==> config.mk <==
export PLATFORM = sky130hd
export DESIGN_NAME = alu_issue_stage
export DESIGN_NICKNAME = d
export VERILOG_FILES = /design/src/rtl/alu_issue_stage.sv
export SDC_FILE = /design/constraint.sdc
export NUM_CORES = 1
export LEC_CHECK = 0
export BUFFER_PORTS_ARGS = -buffer_cell sky130_fd_sc_hd__clkbuf_2
export CAP_MARGIN = 20
export CORE_MARGIN = 2
export CORE_UTILIZATION = 35
export CTS_BUF_LIST = sky130_fd_sc_hd__clkbuf_2 sky130_fd_sc_hd__clkbuf_4 sky130_fd_sc_hd__clkbuf_8
export CTS_CLUSTER_SIZE = 14
export DETAILED_ROUTE_END_ITERATION = 8
export SLEW_MARGIN = 10
export SYNTH_ARGS = -nofsm -noshare
export SYNTH_HDL_FRONTEND = slang
export SYNTH_SLANG_ARGS = --single-unit
==> constraint.sdc <==
create_clock -name clk -period 2.95 [get_ports clk]
set_input_delay 0.7375 -clock clk [delete_from_list [all_inputs] [get_ports clk]]
set_output_delay 0.7375 -clock clk [all_outputs]
set_load 0.02 [all_outputs]
==> src/rtl/alu_issue_stage.sv <==
// alu_issue_stage: decodes MIPS ALU-class instructions into the registered ID/EX operand/opcode bundle
`ifndef WORDLENGTH
`define WORDLENGTH 32
`endif
`ifndef SHAMT_LENGTH
`define SHAMT_LENGTH 5
`endif
`ifndef NO_OP
`define NO_OP    4'd0
`define ALU_ADD  4'd1
`define ALU_SUB  4'd2
`define ALU_AND  4'd3
`define ALU_OR   4'd4
`define ALU_XOR  4'd5
`define ALU_SLT  4'd6
`define ALU_SLTU 4'd7
`define ALU_SLL  4'd8
`define ALU_SRL  4'd9
`define ALU_SRA  4'd10
`endif

module alu_issue_stage #(
    parameter int WORDLENGTH   = `WORDLENGTH,
    parameter int SHAMT_LENGTH = `SHAMT_LENGTH
) (
    input  logic                    clk,
    input  logic                    rst,
    input  logic [31:0]             id_instr,
    input  logic                    id_valid,
    input  logic [WORDLENGTH-1:0]   rs_data,
    input  logic [WORDLENGTH-1:0]   rt_data,
    input  logic                    stall,
    input  logic                    flush,
    output logic [3:0]              ex_alu_op,
    output logic [WORDLENGTH-1:0]   ex_in1,
    output logic [WORDLENGTH-1:0]   ex_in2,
    output logic [SHAMT_LENGTH-1:0] ex_shamt,
    output logic [4:0]              ex_rd,
    output logic                    ex_reg_write,
    output logic                    ex_valid,
    output logic                    ex_illegal
);
    logic [5:0]              opcode, funct;
    logic [WORDLENGTH-1:0]   imm_s, imm_z;
    logic [3:0]              d_op;
    logic [WORDLENGTH-1:0]   d_in1, d_in2;
    logic [SHAMT_LENGTH-1:0] d_shamt;
    logic [4:0]              d_rd;
    logic                    d_ok, load_ok;

    assign opcode = id_instr[31:26];
    assign funct  = id_instr[5:0];
    assign imm_s  = {{(WORDLENGTH-16){id_instr[15]}}, id_instr[15:0]};
    assign imm_z  = {{(WORDLENGTH-16){1'b0}}, id_instr[15:0]};

    always_comb begin
        d_op    = `NO_OP;
        d_in1   = '0;
        d_in2   = '0;
        d_shamt = '0;
        d_rd    = '0;
        d_ok    = 1'b1;
        case (opcode)
            6'h00: begin
                d_rd  = id_instr[15:11];
                d_in1 = rs_data;
                d_in2 = rt_data;
                case (funct)
                    6'h00, 6'h02, 6'h03: begin
                        d_op    = funct == 6'h00 ? `ALU_SLL : funct == 6'h02 ? `ALU_SRL : `ALU_SRA;
                        d_in1   = rt_data;
                        d_in2   = '0;
                        d_shamt = SHAMT_LENGTH'(id_instr[10:6]);
                    end
                    6'h20, 6'h21: d_op = `ALU_ADD;
                    6'h22, 6'h23: d_op = `ALU_SUB;
                    6'h24:        d_op = `ALU_AND;
                    6'h25:        d_op = `ALU_OR;
                    6'h26:        d_op = `ALU_XOR;
                    6'h2A:        d_op = `ALU_SLT;
                    6'h2B:        d_op = `ALU_SLTU;
                    default:      d_ok = 1'b0;
                endcase
            end
            6'h08, 6'h09, 6'h0A, 6'h0B, 6'h0C, 6'h0D, 6'h0E: begin
                d_rd  = id_instr[20:16];
                d_in1 = rs_data;
                d_in2 = opcode >= 6'h0C ? imm_z : imm_s;
                d_op  = opcode <= 6'h09 ? `ALU_ADD :
                        opcode == 6'h0A ? `ALU_SLT :
                        opcode == 6'h0B ? `ALU_SLTU :
                        opcode == 6'h0C ? `ALU_AND :
                        opcode == 6'h0D ? `ALU_OR : `ALU_XOR;
            end
            6'h0F: begin
                d_rd    = id_instr[20:16];
                d_in1   = imm_z;
                d_op    = `ALU_SLL;
                d_shamt = SHAMT_LENGTH'(16);
            end
            default: d_ok = 1'b0;
        endcase
    end

    // illegal instructions still occupy the slot, but carry no operands or destination
    assign load_ok = id_valid && d_ok;

    always_ff @(posedge clk) begin
        if (rst || flush) begin
            ex_alu_op    <= `NO_OP;
            ex_in1       <= '0;
            ex_in2       <= '0;
            ex_shamt     <= '0;
            ex_rd        <= '0;
            ex_reg_write <= 1'b0;
            ex_valid     <= 1'b0;
            ex_illegal   <= 1'b0;
        end else if (!stall) begin
            ex_alu_op    <= load_ok ? d_op : `NO_OP;
            ex_in1       <= load_ok ? d_in1 : '0;
            ex_in2       <= load_ok ? d_in2 : '0;
            ex_shamt     <= load_ok ? d_shamt : '0;
            ex_rd        <= load_ok ? d_rd : '0;
            ex_reg_write <= load_ok && d_rd != 5'd0;
            ex_valid     <= id_valid;
            ex_illegal   <= id_valid && !d_ok;
        end
    end
endmodule
After elaboration in Yosys (flattened, before gate mapping):

Cells that the tools add are included.

* reductions and logical operators: 14
* equal/unequal tests: 19
* magnitude comparators: 2
* muxes and demuxes: 24

Operators with widths (count)
* $mux W32: 5
* $pmux W32 S3: 1
* $pmux W32 S2: 1
* $eq A6 B6 Y1 const B: 9
* $eq A6 B4 Y1 const B: 8
* $pmux W4 S8: 1
* $pmux W5 S2: 2
* $mux W5: 3
* $eq A6 B2 Y1 const B: 2
* $logic_not A6 Y1: 2
* $mux W3: 4
* $pmux W4 S3: 1
* $reduce_or A12 Y1: 1
* $reduce_or A8 Y1: 1
* $reduce_or A7 Y1: 1
* $ge A6 B4 Y1 const B: 1
* $le A6 B4 Y1 const B: 1
* $reduce_bool A5 Y1: 1
* $mux W2: 2
* $mux W4: 1
* $reduce_or A2 Y1: 2
* $logic_and A1 B1 Y1: 3
* $reduce_or A3 Y1: 1
* $mux W1: 2
* other kinds (3): 3

* output and inout port bits: 81
* logic and storage cells: 67
* register bits after elaboration: 81
* input bits: 101

Longest topological paths before layout:

* word-level depth: 8
* depth in mapped cells: 8
* gate-level depth less buffers: 5

Worst setup path before layout:

OpenSTA, ideal clock, no wires.

* path kind: input to register
* start: in id_instr[3]
* end: reg ex_in1[28]
* arrival time: 2162 ps
* library setup time: 128 ps
* buffers on the path: 3
* path slack: 660 ps
* stages: 8
* data required time: 2822 ps
* cell sequence: clkbuf_1 > nor4_1 > a211oi_2 > or2_1 > buf_2 > buf_4 > a22oi_1 > o21ai_1

* longest elaborated chain between the ends: 6
* elaborated cells between the ends (all ways): 20
* classes of those cells: eq/ne (11); mux (5); reduce/logical (4)

Ends and longest elaborated chain
* start, declared: line 28 `input logic [31:0] id_instr,`
* $eq A6 B2 Y1 (tied with other cells): line 68 `case (funct)`
* $reduce_or A12 Y1 (no line)
* $mux W1: line 68
* $pmux W1 S2: line 63 `case (opcode)`
* $logic_and A1 B1 Y1: line 106 `assign load_ok = id_valid && d_ok;`
* $mux W32 *: line 120 `ex_in1 <= load_ok ? d_in1 : '0;`
* end signal, assigned: line 120
* end, declared: line 35 `output logic [WORDLENGTH-1:0] ex_in1,`

Every way passes the cells marked *; elsewhere a longest branch is shown, timed or not.
A chain may end at the register's enable or synchronous reset.

Final worst setup path:

* start: in id_instr[2]
* end: reg ex_in1[15]

The elaborated chain is that of the path after synthesis.

==> metrics.yaml <==
global_routing:
  grt_max_degree: 42
  grt_pass1_vias: 3746
  grt_pass1_wl_um: 18660
  grt.total_usage: 0.2097
  grt_antenna_before_repair: 0
  grt-ovfl-total: 0
clock_tree:
  cts_tree: "yes"
  h-tree-depth: 3
  numCtsBuffers: 9
  cts_root_buf: "clkbuf_8"
  postCtsSetupBuffers: 0
  post_cts_resized: 0
  clock_latency_ns: 0.33
  cts_hold_repair.buffers: 0
  clockBufferDepth: 2
  path_clk_slew_ns: 0.09
  clock-sinks: 81
synth:
  synth_top_family_by_area: "compound AO/OA/AOI/OAI gates"
  yosys_warnings: 0
  synth-seq-area-share: 0.4494
  ys.flop_type: "dfxtp_1"
  synth_top_area_share: 0.4494
  synth_edf_count: 0
  synth_area_sq_um: 3608
  ys_types: 43
  postSynthCellCount: 424
  synth_most_common_cell: "nand2_1"
  synthTopCellsByCount: "nand2_1 (98), dfxtp_1 (81), o21ai_1 (59)"
  synthAdderAreaFrac: 0
  yosysTopAreaCell: "dfxtp_1"
  synthSimpleGateAreaFrac: 0.1616
  synth_seq_cells: 81
  synth_area_leaders: "dfxtp_1 (45%), nand2_1 (10%), o21ai_1 (8.2%)"
  synth_xor_area_frac: 0.002427
  muxShareOfSynthArea: 0.002774
  synth_nets: 525
  synth_compound_area_frac: 0.3318
  synthArstFlopShare: 0
  synth_area_per_cell_sq_um: 8.511
floorplanning:
  io_pins: 182
  start_util: 0.3543
  rows: 37
  die_h_um: 105.5
  coreArea_sq_um: 10180
  dieArea_sq_um: 11140
  die_x_um: 105.5
power_and_ir_drop:
  internal_power_mw: 1.592
  p_sw_mw: 0.5262
  swShare: 0.2485
  clkPwrFrac: 0.393
  power_density_nw_per_um2: 436.7
  ir_drop_mv: 0.1837
  leakagePower_nw: 1.931
  seqPwrFrac: 0.517
  combPwrFrac: 0.090
timing:
  fmax_mhz: 418.8
  rsz0062_at_grt: "false"
  finalSetupViolations: 0
  worst-slew-pin-transition_ns: 0.6545
  setup_tns_ns: 0
  relSlewSlack: 0.5620
  finalClockSkew_ns: 0
  worst_hold_slack_ns: 0.4492
  fin_crit_sh: 0.8093
  finalHoldViolCount: 0
  finalCriticalPeriod_ns: 2.387
  finalMaxSlewViolations: 0
critical_path:
  max_stage_delay_ns: 0.54
  cp.required_ns: 3.17
  crit_start: "id_instr[2]"
  worstReg2RegStart: "ex_in1[2]$_SDFFE_PP0N_"
  cp-start-kind: "input pin"
  r2r-end: "ex_in1[2]$_SDFFE_PP0N_"
  worstPathArrival_ns: 2.60
  path_cells: "clkbuf_2, nand2b_1, a21oi_1, o311a_2, o21ai_4, buf_4, a22oi_2"
  r2r_cells: 2
  r2r_slack_ns: 1.98
  end_kind: "flip-flop"
  crit_type: "input pin to flip-flop"
  cpMaxStageDelayCell: "o21ai_4"
  critPathMaxFanout: 19
job:
  maxCapViolCount: 0
routing:
  wl_um: 11860
  drt_pass1_iterations: 6
  drt_iter0_drc: 289
  avgRoutedWirePerCell_um: 16.23
  drc: 0
  avgViaCountPerCell: 5.275
  ant_nets: 0
  vias: 3856
worst_hold_path:
  hold_path.class: "flip-flop to flip-flop"
  holdPathEnd: "ex_in2[21]$_SDFFE_PP0N_"
  min_from: "ex_in2[21]$_SDFFE_PP0N_"
  whs_path_depth: 2
final_layout:
  final_nets: 691
  drive_above_1_share: 0.3933
  fin_util: 0.4762
  antennaDiodeCount: 0
  syn2layout_area_growth_pct: 34.40
outcome:
  outcome: "finished, final reports clean"
place:
  port_buffers: 176
  dp_hpwl_um: 8712
  gp_congestion: 0.8407
metal layers:
| metal | vias up | part of all wire | global-route usage |
|---|---|---|---|
| met2 | 186 | 0.48 | 0.3544 |
| met5 | - | 0 | 0 |
| li1 | 1882 | - | - |
| met4 | 0 | 0.0099 | 0.05169 |
| met3 | 14 | 0.096 | 0.06803 |
| met1 | 1774 | 0.41 | 0.2584 |
registers in the layout, indices dropped and copies added, names as in the netlist:
signal and cells:
ex_in1 32, ex_alu_op 4, ex_illegal 1, ex_shamt 5
ex_valid 1, ex_reg_write 1, ex_rd 5, ex_in2 32
cells by family (layout without fill, tap and decap cells):
family | count (synthesis) | count (layout)
compound gates | 169 | 169
xor+xnor | 1 | 1
buf+inv | 39 | 210
flops | 81 | 81
mux | 1 | 1
simple gates | 133 | 133
cells in the final DEF, fill, tap and decap left out, types with 2 or more instances in the layout:
| cell | Yosys | final |
|---|---|---|
| and2_1 | 5 | 4 |
| a22oi_2 | 16 | 16 |
| clkinvlp_4 | 0 | 2 |
| nor2b_1 | 2 | 2 |
| dfxtp_1 | 81 | 81 |
| nor3b_2 | 1 | 2 |
| a222oi_1 | 16 | 16 |
| buf_4 | 2 | 14 |
| inv_1 | 2 | 2 |
| o21ai_0 | 2 | 2 |
| nand2b_1 | 3 | 3 |
| clkbuf_2 | 0 | 176 |
| nand2_1 | 98 | 98 |
| nor3_1 | 4 | 4 |
| nor2_1 | 9 | 9 |
| o21ai_1 | 59 | 59 |
| a22o_1 | 5 | 5 |
| clkbuf_4 | 0 | 2 |
| clkbuf_8 | 0 | 9 |
| buf_12 | 0 | 2 |
| a21oi_1 | 23 | 23 |
| a22oi_1 | 38 | 38 |
layout make-up:
type                            instances  area [sq um]
Fill cell                            1016          5335
Inverter                                2         7.507
Tap cell                              136         170.2
Clock inverter                          5         65.06
Sequential cell                        81          1622
Clock buffer                           11         138.9
Timing Repair Buffer                  192          1026
Multi-Input combinational cell        304          1821
power by group through the flow:
stage | combinational (mW) | sequential, mW | clock [mW]
final | 0.191 | 1.09 | 0.832
after global routing | 0.209 | 1.10 | 0.914
after global placement | 0.186 | 1.12 | 0
after floorplan | 0.0793 | 1.12 | 0
after CTS | 0.191 | 1.09 | 0.863
after detailed placement | 0.190 | 1.12 | 0
worst max-delay path, delay by kind of cell:
kind	cells	cell delay (ns)
AO/OA/AOI/OAI	4	1.17
buffers and inverters	2	0.52
AND/OR/NAND/NOR	1	0.18
through the flow:
step / setup WS, ns / instance area (sq um) / power (mW) / std cells
finish: 0.5625 / 4850 / 2.118 / 731
global route: 0.4825 / 4850 / 2.218 / 731
CTS: 0.5741 / 4850 / 2.148 / 731
detailed placement: 0.1936 / 4646 / 1.310 / 715
global placement: 0.07876 / 4638 / 1.306 / 714
floorplan: 0.6603 / 3608 / 1.202 / 424
worst max path at each step:
stage	slack [ns]	endpoint
final	0.56	ex_in1[15]$_SDFFE_PP0N_
after global routing	0.48	ex_in1[11]$_SDFFE_PP0N_
after CTS	0.57	ex_rd[2]$_SDFFE_PP0N_
after detailed placement	0.19	ex_in1[14]$_SDFFE_PP0N_
after global placement	0.08	ex_in2[22]$_SDFFE_PP0N_
after floorplan	0.66	ex_in1[28]$_SDFFE_PP0N_
Note: power is estimated with default switching activity, not from simulation.
